===== src/rtl/obi_uart_tx_pkg.sv =====
// Shared types and constants for the OBI UART transmitter.
// Define OBI_UART_TX_PARITY_EN to include the even-parity state (8E1 frames).
package obi_uart_tx_pkg;

    typedef enum logic [2:0] {
        ST_IDLE   = 3'd0,
        ST_START  = 3'd1,
        ST_DATA   = 3'd2,
`ifdef OBI_UART_TX_PARITY_EN
        ST_PARITY = 3'd3,
`endif
        ST_STOP   = 3'd4
    } state_e;

    localparam logic [1:0] REG_TXDATA = 2'd0;
    localparam logic [1:0] REG_STATUS = 2'd1;
    localparam logic [1:0] REG_DIV    = 2'd2;
    localparam logic [1:0] REG_CTRL   = 2'd3;

    localparam int unsigned STAT_FULL  = 0;
    localparam int unsigned STAT_EMPTY = 1;
    localparam int unsigned STAT_BUSY  = 2;
    localparam int unsigned STAT_OVF   = 3;

    localparam logic [15:0] MIN_DIV = 16'd4;

    function automatic logic [15:0] clamp_div(input logic [15:0] v);
        return (v < MIN_DIV) ? MIN_DIV : v;
    endfunction

    function automatic logic even_parity(input logic [7:0] b);
        return ^b;
    endfunction

endpackage


===== src/rtl/obi_uart_tx_fifo.sv =====
// Synchronous FIFO for the transmitter; pushes into a full FIFO are dropped.
module obi_uart_tx_fifo #(
    parameter int unsigned DEPTH = 8,
    parameter int unsigned WIDTH = 8
) (
    input  logic                     clk_i,
    input  logic                     rst_i,
    input  logic                     push_i,
    input  logic [WIDTH-1:0]         data_i,
    input  logic                     pop_i,
    output logic [WIDTH-1:0]         data_o,
    output logic                     full_o,
    output logic                     empty_o,
    output logic [$clog2(DEPTH):0]   count_o
);
    localparam int unsigned AW = $clog2(DEPTH);
    localparam int unsigned CW = AW + 1;

    logic [WIDTH-1:0] mem_q [DEPTH];
    logic [WIDTH-1:0] mem_d [DEPTH];
    logic [AW-1:0]    wr_ptr_q, wr_ptr_d, rd_ptr_q, rd_ptr_d;
    logic [CW-1:0]    count_q, count_d;
    logic             do_push_s, do_pop_s;

    assign full_o    = (count_q == CW'(DEPTH));
    assign empty_o   = (count_q == CW'(0));
    assign count_o   = count_q;
    assign data_o    = mem_q[rd_ptr_q];
    assign do_push_s = push_i & ~full_o;
    assign do_pop_s  = pop_i & ~empty_o;

    // Pointer, occupancy and storage next-state.
    always_comb begin
        mem_d    = mem_q;
        wr_ptr_d = wr_ptr_q;
        rd_ptr_d = rd_ptr_q;
        count_d  = count_q;
        if (do_push_s) begin
            mem_d[wr_ptr_q] = data_i;
            wr_ptr_d        = wr_ptr_q + AW'(1);
        end else begin
            wr_ptr_d = wr_ptr_q;
        end
        if (do_pop_s) begin
            rd_ptr_d = rd_ptr_q + AW'(1);
        end else begin
            rd_ptr_d = rd_ptr_q;
        end
        if (do_push_s && !do_pop_s) begin
            count_d = count_q + CW'(1);
        end else if (do_pop_s && !do_push_s) begin
            count_d = count_q - CW'(1);
        end else begin
            count_d = count_q;
        end
    end

    // FIFO state registers.
    always_ff @(posedge clk_i or posedge rst_i) begin
        if (rst_i) begin
            mem_q    <= '{default: '0};
            wr_ptr_q <= '0;
            rd_ptr_q <= '0;
            count_q  <= '0;
        end else begin
            mem_q    <= mem_d;
            wr_ptr_q <= wr_ptr_d;
            rd_ptr_q <= rd_ptr_d;
            count_q  <= count_d;
        end
    end

endmodule


===== src/rtl/obi_uart_tx.sv =====
// OBI-attached UART transmitter: register file, TX FIFO and 8N1 serializer.
// Define OBI_UART_TX_PARITY_EN for 8E1 frames (even parity bit after the data).
module obi_uart_tx
    import obi_uart_tx_pkg::*;
#(
    parameter int unsigned FIFO_DEPTH  = 8,
    parameter int unsigned DEFAULT_DIV = 868
) (
    input  logic        clk_i,
    input  logic        rst_i,
    input  logic        req_i,
    output logic        gnt_o,
    input  logic [31:0] addr_i,
    input  logic        we_i,
    input  logic [3:0]  be_i,
    input  logic [31:0] wdata_i,
    output logic        rvalid_o,
    output logic [31:0] rdata_o,
    output logic        tx_o,
    output logic        irq_o
);
    localparam int unsigned CW = $clog2(FIFO_DEPTH) + 1;

    state_e      state_q, state_d;
    logic [15:0] div_q, div_d, div_lat_q, div_lat_d, timer_q, timer_d, reload_s;
    logic [2:0]  bit_q, bit_d;
    logic [7:0]  shreg_q, shreg_d, fifo_data_s;
    logic        tx_q, tx_d, tx_en_q, tx_en_d, irq_en_q, irq_en_d, ovf_q, ovf_d;
    logic        rvalid_q, rvalid_d;
    logic [31:0] rdata_q, rdata_d;
    logic        push_s, pop_s, fifo_full_s, fifo_empty_s, busy_s, start_ok_s;
    logic [CW-1:0] fifo_count_s;
    logic        unused_s;

    assign unused_s = ^{addr_i[31:4], addr_i[1:0], be_i[3:2], wdata_i[31:16], fifo_count_s};

    obi_uart_tx_fifo #(.DEPTH(FIFO_DEPTH), .WIDTH(8)) u_fifo (
        .clk_i   (clk_i),
        .rst_i   (rst_i),
        .push_i  (push_s),
        .data_i  (wdata_i[7:0]),
        .pop_i   (pop_s),
        .data_o  (fifo_data_s),
        .full_o  (fifo_full_s),
        .empty_o (fifo_empty_s),
        .count_o (fifo_count_s)
    );

    assign gnt_o      = req_i;
    assign rvalid_o   = rvalid_q;
    assign rdata_o    = rdata_q;
    assign tx_o       = tx_q;
    assign busy_s     = (state_q != ST_IDLE);
    assign irq_o      = irq_en_q & fifo_empty_s & ~busy_s;
    assign start_ok_s = tx_en_q & ~fifo_empty_s;
    assign reload_s   = div_lat_q - 16'd1;

    // Register writes, read mux and the one-cycle OBI response.
    always_comb begin
        div_d    = div_q;
        tx_en_d  = tx_en_q;
        irq_en_d = irq_en_q;
        ovf_d    = ovf_q;
        push_s   = 1'b0;
        rdata_d  = 32'h0000_0000;
        rvalid_d = req_i;
        if (req_i && we_i) begin
            case (addr_i[3:2])
                REG_TXDATA: begin
                    push_s = be_i[0];
                    ovf_d  = ovf_q | (be_i[0] & fifo_full_s);
                end
                REG_STATUS: ovf_d = ovf_q & ~(be_i[0] & wdata_i[STAT_OVF]);
                REG_DIV:    div_d = clamp_div({be_i[1] ? wdata_i[15:8] : div_q[15:8],
                                               be_i[0] ? wdata_i[7:0]  : div_q[7:0]});
                REG_CTRL: begin
                    if (be_i[0]) begin
                        tx_en_d  = wdata_i[0];
                        irq_en_d = wdata_i[1];
                    end else begin
                        tx_en_d  = tx_en_q;
                        irq_en_d = irq_en_q;
                    end
                end
                default: push_s = 1'b0;
            endcase
        end else if (req_i) begin
            case (addr_i[3:2])
                REG_STATUS: begin
                    rdata_d[STAT_FULL]  = fifo_full_s;
                    rdata_d[STAT_EMPTY] = fifo_empty_s;
                    rdata_d[STAT_BUSY]  = busy_s;
                    rdata_d[STAT_OVF]   = ovf_q;
                end
                REG_DIV:  rdata_d = {16'h0000, div_q};
                REG_CTRL: rdata_d = {30'h0000_0000, irq_en_q, tx_en_q};
                default:  rdata_d = 32'h0000_0000;
            endcase
        end else begin
            rdata_d = 32'h0000_0000;
        end
    end

    // Serializer: the divisor is latched per frame so DIV writes only affect later frames.
    always_comb begin
        state_d   = state_q;
        timer_d   = timer_q;
        bit_d     = bit_q;
        shreg_d   = shreg_q;
        div_lat_d = div_lat_q;
        pop_s     = 1'b0;
        tx_d      = 1'b1;
        case (state_q)
            ST_IDLE: begin
                if (start_ok_s) begin
                    pop_s     = 1'b1;
                    state_d   = ST_START;
                    shreg_d   = fifo_data_s;
                    div_lat_d = div_q;
                    timer_d   = div_q - 16'd1;
                end else begin
                    state_d = ST_IDLE;
                end
            end
            ST_START: begin
                if (timer_q == 16'd0) begin
                    state_d = ST_DATA;
                    bit_d   = 3'd0;
                    timer_d = reload_s;
                end else begin
                    timer_d = timer_q - 16'd1;
                end
            end
            ST_DATA: begin
                if (timer_q != 16'd0) begin
                    timer_d = timer_q - 16'd1;
                end else if (bit_q == 3'd7) begin
`ifdef OBI_UART_TX_PARITY_EN
                    state_d = ST_PARITY;
`else
                    state_d = ST_STOP;
`endif
                    timer_d = reload_s;
                end else begin
                    bit_d   = bit_q + 3'd1;
                    timer_d = reload_s;
                end
            end
`ifdef OBI_UART_TX_PARITY_EN
            ST_PARITY: begin
                if (timer_q == 16'd0) begin
                    state_d = ST_STOP;
                    timer_d = reload_s;
                end else begin
                    timer_d = timer_q - 16'd1;
                end
            end
`endif
            ST_STOP: begin
                if (timer_q != 16'd0) begin
                    timer_d = timer_q - 16'd1;
                end else if (start_ok_s) begin
                    pop_s     = 1'b1;
                    state_d   = ST_START;
                    shreg_d   = fifo_data_s;
                    div_lat_d = div_q;
                    timer_d   = div_q - 16'd1;
                end else begin
                    state_d = ST_IDLE;
                end
            end
            default: state_d = ST_IDLE;
        endcase
        // Line level is registered from the next state so tx_o never glitches.
        case (state_d)
            ST_START:  tx_d = 1'b0;
            ST_DATA:   tx_d = shreg_d[bit_d];
`ifdef OBI_UART_TX_PARITY_EN
            ST_PARITY: tx_d = even_parity(shreg_d);
`endif
            default:   tx_d = 1'b1;
        endcase
    end

    // State registers.
    always_ff @(posedge clk_i or posedge rst_i) begin
        if (rst_i) begin
            state_q   <= ST_IDLE;
            timer_q   <= 16'd0;
            bit_q     <= 3'd0;
            shreg_q   <= 8'd0;
            div_lat_q <= 16'(DEFAULT_DIV);
            div_q     <= 16'(DEFAULT_DIV);
            tx_q      <= 1'b1;
            tx_en_q   <= 1'b1;
            irq_en_q  <= 1'b0;
            ovf_q     <= 1'b0;
            rvalid_q  <= 1'b0;
            rdata_q   <= 32'h0000_0000;
        end else begin
            state_q   <= state_d;
            timer_q   <= timer_d;
            bit_q     <= bit_d;
            shreg_q   <= shreg_d;
            div_lat_q <= div_lat_d;
            div_q     <= div_d;
            tx_q      <= tx_d;
            tx_en_q   <= tx_en_d;
            irq_en_q  <= irq_en_d;
            ovf_q     <= ovf_d;
            rvalid_q  <= rvalid_d;
            rdata_q   <= rdata_d;
        end
    end

endmodule


===== config.mk =====
export PLATFORM = sky130hd
export DESIGN_NAME = obi_uart_tx
export DESIGN_NICKNAME = d
export VERILOG_FILES = /design/src/rtl/obi_uart_tx_pkg.sv /design/src/rtl/obi_uart_tx_fifo.sv /design/src/rtl/obi_uart_tx.sv
export SDC_FILE = /design/constraint.sdc
export NUM_CORES = 1
export LEC_CHECK = 0
export BUFFER_PORTS_ARGS = -buffer_cell sky130_fd_sc_hd__buf_4
export CAP_MARGIN = 10
export CORE_MARGIN = 4
export CORE_UTILIZATION = 53
export CTS_CLUSTER_DIAMETER = 200
export DETAILED_ROUTE_END_ITERATION = 12
export HOLD_SLACK_MARGIN = 0.06
export PLACE_DENSITY = 0.88
export SYNTH_ARGS = -nofsm -noshare
export SYNTH_HDL_FRONTEND = slang
export SYNTH_SLANG_ARGS = --single-unit
export TNS_END_PERCENT = 1

===== constraint.sdc =====
create_clock -name clk_i -period 5.4 [get_ports clk_i]
set_input_delay 1.08 -clock clk_i [delete_from_list [all_inputs] [get_ports clk_i]]
set_output_delay 1.08 -clock clk_i [all_outputs]
set_load 0.01 [all_outputs]

Word level (Yosys, flattened, before mapping)
Cells that the tools add are included.
{"block": "op_classes", "order_cmp": 5, "eq_ne": 11, "bitwise": 15, "add_sub_neg": 8, "muxes": 45, "n_reduce_logical": 20}
{"op": "$mux W16", "n": 7}
{"op": "$bwmux W64", "n": 1}
{"op": "$mux W32", "n": 2}
{"op": "$pmux W16 S4", "n": 1}
{"op": "$mux W8", "n": 7}
{"op": "$sub A16 B1 Y16 const B", "n": 3}
{"op": "$pmux W16 S2", "n": 1}
{"op": "$bmux W8 S3", "n": 1}
{"op": "$demux W8 S3", "n": 1}
{"op": "$mux W3", "n": 7}
{"op": "$logic_not A16 Y1", "n": 1}
{"op": "$lt A16 B3 Y1 const B", "n": 1}
{"op": "$pmux W8 S2", "n": 1}
{"op": "$reduce_bool A16 Y1", "n": 1}
{"op": "$mux W12", "n": 1}
{"op": "$pmux W3 S4", "n": 1}
{"op": "$pmux W4 S3", "n": 1}
{"op": "$add A3 B1 Y3 const B", "n": 3}
{"op": "$and A1 B1 Y1", "n": 8}
{"op": "$ge A4 B4 Y1 const B", "n": 2}
{"op": "$mux W4", "n": 2}
{"op": "$not A3 Y4", "n": 2}
{"op": "$eq A3 B1 Y1 const B", "n": 2}
{"op": "$eq A3 B2 Y1 const B", "n": 2}
{"op": "other kinds (25)", "n": 45}
{"block": "totals", "regBits": 173, "out_inout_bits": 36, "input_bits": 72}

Logic depth before layout (Yosys ltp)
{"block": "depth", "depth_word": 10, "depth_mapped": 16, "ltp_nobuf": 14}

Cells and area by module
From an unflattened synthesis, not the netlist that was laid out.
{"block": "unflattened", "cells_unflattened": 750, "area_unflattened_um2": 8565.7}
{"mod": "obi_uart_tx", "area_each_um2": 5004.8, "cells_each": 527, "instances": 1, "seq_area_each_um2": 2092.0}
{"mod": "obi_uart_tx_fifo", "area_each_um2": 3560.9, "cells_each": 223, "instances": 1, "seq_area_each_um2": 1851.8}

Worst setup path after synthesis
Ideal clock, no wire load.
{"block": "synth_timing", "path_type": "reg-to-reg", "from": "register timer_q[0]", "to": "register u_fifo.count_q[3], in the netlist u_fifo.count_o[3]", "required_time_ns": 5.275, "synth_period_minus_slack_ns": 3.300, "slack_ns": 2.100, "t_arrival_ns": 3.174, "stages_incl_launch_ff": 17, "n_path_buf": 2, "path_cell_list": "dfrtp_1 -> inv_1 -> ha_1 -> nor4b_4 -> nand4_4 -> a211oi_4 -> buf_4 -> buf_2 -> inv_1 -> ha_1 -> inv_1 -> ha_1 -> a21o_1 -> a21oi_1 -> xnor2_1 -> nor2_1 -> xor2_1"}
{"block": "synth_between", "elab_chain_len": 7, "elab_cells_between_ends": 9, "classes_between": "3 x mux; 1 x bitwise; 5 x reduce/logical"}
{"element": "start: declaration", "line": "obi_uart_tx.sv:25", "source": "logic [15:0] div_q, div_d, div_lat_q, div_lat_d, timer_q, timer_d, reload_s;"}
{"element": "start signal: assignment", "line": "obi_uart_tx.sv:202", "source": "timer_q <= timer_d;"}
{"element": "$reduce_bool A16 Y1 *", "line": "obi_uart_tx.sv:160", "source": "if (timer_q != 16'd0) begin"}
{"element": "$mux W1 *", "line": "obi_uart_tx.sv:160"}
{"element": "$pmux W1 S2 *", "line": "obi_uart_tx.sv:113", "source": "case (state_q)"}
{"element": "$and A1 B1 Y1 *", "line": "obi_uart_tx_fifo.sv:30", "source": "assign do_pop_s = pop_i & ~empty_o;"}
{"element": "$logic_not A1 Y1", "line": "obi_uart_tx_fifo.sv:49", "source": "if (do_push_s && !do_pop_s) begin"}
{"element": "$logic_and A1 B1 Y1", "line": "obi_uart_tx_fifo.sv:49"}
{"element": "$mux W4 / $reduce_bool A2 Y1 (equally long branches)"}
{"element": "end signal: assignment", "line": "obi_uart_tx_fifo.sv:69", "source": "count_q <= count_d;"}
{"element": "end: declaration", "line": "obi_uart_tx_fifo.sv:22", "source": "logic [CW-1:0] count_q, count_d;"}
Mark *: on every way between the ends. The rest lies on a longest branch, timed or not.
A chain may end at the register's enable or synchronous reset.

Final worst setup path
{"block": "layout_timing", "from": "register u_fifo.count_q[0], in the netlist u_fifo.count_o[0]", "to": "register u_fifo.count_q[3], in the netlist u_fifo.count_o[3]"}
{"block": "layout_between", "elab_chain_len": 10, "elab_cells_between_ends": 19, "classes_between": "2 x add/sub; 1 x eq/ne; 5 x mux; 5 x bitwise; 6 x reduce/logical"}
{"element": "$logic_not A4 Y1", "line": "obi_uart_tx_fifo.sv:26", "source": "assign empty_o = (count_q == CW'(0));"}
{"element": "$not A1 Y1", "line": "obi_uart_tx_fifo.sv:30, obi_uart_tx.sv:55"}
{"element": "$and A1 B1 Y1", "line": "obi_uart_tx.sv:55", "source": "assign start_ok_s = tx_en_q & ~fifo_empty_s;"}
{"element": "$mux W1", "line": "obi_uart_tx.sv:115, obi_uart_tx.sv:162"}
{"element": "$mux W1", "line": "obi_uart_tx.sv:160"}
{"element": "$pmux W1 S2", "line": "obi_uart_tx.sv:113"}
{"element": "$and A1 B1 Y1", "line": "obi_uart_tx_fifo.sv:30"}
{"element": "$logic_not A1 Y1", "line": "obi_uart_tx_fifo.sv:49"}
{"element": "$logic_and A1 B1 Y1", "line": "obi_uart_tx_fifo.sv:49"}
{"element": "$mux W4 / $reduce_bool A2 Y1 (equally long branches)"}
Parallel ways exist; a longest one is shown, timed or not. The select of a mux whose other input is x is not followed.

==> impl_results.md <==
- Post-route ant nets: 0
- Via count: 6057
- Crit-path slowest cell: nor4_1
- Routed vias/inst: 6.30
- Max Transition Viols Final: 0
- Syn Inst Count: 737
- Largest net degree at the start of global routing: 95
- Outcome: finished, final reports clean
- Worst path max stage delay: 0.92 ns
- First-pass GRT wire length: 31900 um
- Post-CTS setup buffers: 0
- Area Growth Syn to Fin: 12.1%
- Slack of the critical path: 1.72 ns
- # diodes: 0
- Pre-CTS setup slack: 1.86 ns
- Nature of the critical path endpoint: register
- Die ar.: 17600 um^2
- Cts bufs inserted: 17
- Starting Density: 0.543
- WL/cell: 20.7 um
- Power per Cell Area: 484 nW/um^2
- Post-synth EDFFs: 0
- Post-route cell area: 9250 um^2
- Syn avg cell area: 11.2 um^2
- Worst slew margin: 0.260
- Sequential area share after synthesis: 0.478
- Final period util: 0.681
- CP max FO: 36
- Maximum buffer depth of the clock tree: 2
- Die Y: 133 um
- Crit start category: register
- CTS tree: done
- Reg-to-Reg End: u_fifo.count_o[3]$_DFFE_PP0P_
- Worst-path clk slew: 0.06 ns
- Worst hold slack: 0.487 ns
- # rows: 45
- Yosys warnings: 0
- Worst-Skew Late Latency: 0.43 ns
- Clk_skew: 0.0105 ns
- Critical path required time: 5.71 ns
- # resized after CTS: 0
- Hold Crit Class: reg -> reg
- Initial antenna violation count: 0
- GRT Util Overall: 0.229
- Iteration-0 DRC Markers: 538
- Nets: 842
- Layout fillers: 1120
- CTS Hold Buffers Added: 0
- Critical path's top delay family: simple AND/OR/NAND/NOR gates
- Worst-Margin Slew: 1.11 ns
- DRC Markers: 0
- Hold wc startpoint: u_fifo.mem_q[26]$_DFFE_PP0P_
- Maximum VDD drop: 343 uV
- Most used DFF post-synth: dfrtp_1
- Pleak: 0.00414 uW
- Core area: 15200 um^2
- H-tree Lvls: 4
- Setup tns final: 0 ns
- WHS Endpoint: u_fifo.mem_q[26]$_DFFE_PP0P_
- RSZ-0062 raised after global routing: false
- Chip width: 133 um
- IO Port Bufs: 43
- Max-cap violations: 0
- Utilization after layout: 0.608
- Worst reg2reg setup slack: 1.72 ns
- Drt first pass iters: 5
- Final Hold Fails: 0
- Crit Path Class: reg -> reg
- Buf/Inv on CP: 3
- Setup violations, final: 0
- Clock Sinks: 157
- Routed WL: 19900 um
- Minimum clock period: 3.68 ns
- Netlist cell types: 66
- Area of placed instances: 8600 um^2
- Worst R2R Start: u_fifo.count_o[0]$_DFFE_PP0P_
- Worst-case reg-to-reg path depth: 13
- Flop and latch count out of synthesis: 157
- Ys async rst share: 1.00
- Num ports: 108
- Post-DP HPWL: 12700 um
- Vias in the first global route: 5787
- Fmax: 272 MHz
- Layout cells sized above 1: 0.286
- Root buffer cell: clkbuf_16
- WHS Path Cells: 2
- Cell Area, Synth: 8250 um^2
- Grt ovf: 0
- Crit path DAT: 3.99 ns
- Routability cong.: 0.891
- CP Cell Sequence: nor4_1 -> nand2b_1 -> a211oi_4 -> buf_4 -> inv_1 -> ha_1 -> inv_1 -> ha_1 -> a21o_1 -> a21oi_1 -> xnor2_1 -> nor2_1 -> xor2_1
-- sequential cells by signal (all words and copies together) (netlist names), 4 cells and up --
name and cells:
div_lat_q 16, div_q 16, u_fifo.count_o 4, u_fifo.mem_q 64, shreg_q 8, timer_q 16, rdata_o 16
-- cells in the final DEF, fill, tap and decap left out, types with 4 or more instances in the layout --
cell type and count:
a211oi_1 10, a21oi_1 34, a22oi_1 5, a31oi_1 4
and2_1 12, buf_4 47, bufinv_16 4, clkbuf_16 17
clkinv_4 5, conb_1 16, dfrtp_1 145, dfstp_2 12
ha_1 9, inv_1 24, mux2_2 94, mux2i_1 13
mux4_2 16, nand2_1 48, nand3_1 9, nor2_1 44
nor2b_1 7, nor3_1 16, nor4_1 14, o21ai_0 39
o22ai_1 7, or2_2 4, or3_1 5, xnor2_1 26
xor2_1 13
-- through the flow --
stage / instances / power (uW)
floorplan: 752 / 2820
global placement: 928 / 3050
detailed placement: 928 / 3130
CTS: 960 / 4460
global route: 961 / 4690
finish: 961 / 4470
-- worst reg2reg max path: stages, from the launching register on --
cell and delay (ns):
dfrtp_1 0.47, nor4_1 0.92, nand2b_1 0.39, a211oi_4 0.07, buf_4 0.29, inv_1 0.17
ha_1 0.19, inv_1 0.09, ha_1 0.28, a21o_1 0.18, a21oi_1 0.16, xnor2_1 0.15
nor2_1 0.07, xor2_1 0.14
-- Yosys cell counts (all sizes together) (3+ instances only) --
| library cell | n | area (um^2) |
|---|---|---|
| nor2b | 7 | 43.8 |
| or3 | 5 | 31.3 |
| nor3 | 18 | 100 |
| and2 | 12 | 75.1 |
| and3 | 3 | 18.8 |
| or4 | 3 | 22.5 |
| nor3b | 3 | 22.5 |
| nand3 | 9 | 45.0 |
| inv | 25 | 93.8 |
| nor4b | 4 | 50.1 |
| ha | 9 | 113 |
| buf | 35 | 213 |
| nand2 | 49 | 191 |
| a21oi | 34 | 170 |
| a211oi | 11 | 95.1 |
| o31ai | 3 | 22.5 |
| dfrtp | 145 | 3630 |
| o22ai | 7 | 43.8 |
| a22oi | 5 | 37.5 |
| a31oi | 4 | 25.0 |
| o21ai | 40 | 200 |
| a31o | 3 | 26.3 |
| nor2 | 44 | 165 |
| mux2i | 13 | 130 |
| xnor2 | 26 | 228 |
| dfstp | 12 | 315 |
| mux2 | 95 | 1070 |
| clkbuf | 24 | 90.1 |
| a21o | 3 | 22.5 |
| a22o | 3 | 26.3 |
| xor2 | 13 | 114 |
| nand4 | 4 | 40.0 |
| nand2b | 3 | 18.8 |
| or2 | 4 | 25.0 |
| nor4 | 17 | 134 |
| nand3b | 3 | 22.5 |
| mux4 | 16 | 360 |
-- metal layers --
layer,track usage,vias up,routed length [um]
met5,0,-,0
li1,-,2666,-
met2,0.370,275,9890
met1,0.312,3080,8280
met4,0.0710,0,395
met3,0.0475,36,1350
-- power by group --
part | total, uW | internal [uW] | switching (uW)
clock | 1300 | 804 | 494
combinational | 1260 | 642 | 622
sequential | 1910 | 1490 | 419
-- layout make-up --
cell class / instances / area (um^2) / share of cell area
clock inverter: 12 / 186 / 0.0202
sequential: 157 / 3940 / 0.426
inverter: 25 / 98.8 / 0.0107
tap: 188 / 235 / 0.0254
multi-input combinational: 511 / 3970 / 0.429
timing repair buffer: 48 / 360 / 0.0390
clock buffer: 20 / 457 / 0.0494
-- worst max path at each step --
stage                                             start  slack, ns  cells past startpoint                            end
final                     u_fifo.count_o[0]$_DFFE_PP0P_       1.72                     13  u_fifo.count_o[3]$_DFFE_PP0P_
after global routing      u_fifo.count_o[0]$_DFFE_PP0P_       1.61                     13  u_fifo.count_o[3]$_DFFE_PP0P_
after CTS                 u_fifo.count_o[0]$_DFFE_PP0P_       1.80                     13  u_fifo.count_o[3]$_DFFE_PP0P_
after detailed placement                        be_i[0]       1.86                     11  u_fifo.count_o[3]$_DFFE_PP0P_
after global placement                          be_i[0]       1.89                     11  u_fifo.count_o[3]$_DFFE_PP0P_
after floorplan                                   rst_i       0.11                      1             bit_q[0]$_DFF_PP0_
-- cell families after synthesis --
logic type / Yosys count / share of synthesized area
muxes: 124 / 0.189
AOI/OAI and AO/OA: 127 / 0.0971
and+or+nand+nor: 195 / 0.130
DFF: 157 / 0.478
buffers and inverters: 84 / 0.0481
other: 1 / 0.000455
xor gates and xnor gates: 39 / 0.0414
adders and majority gates: 10 / 0.0161
No activity file was read; power rests on OpenSTA's default activity.
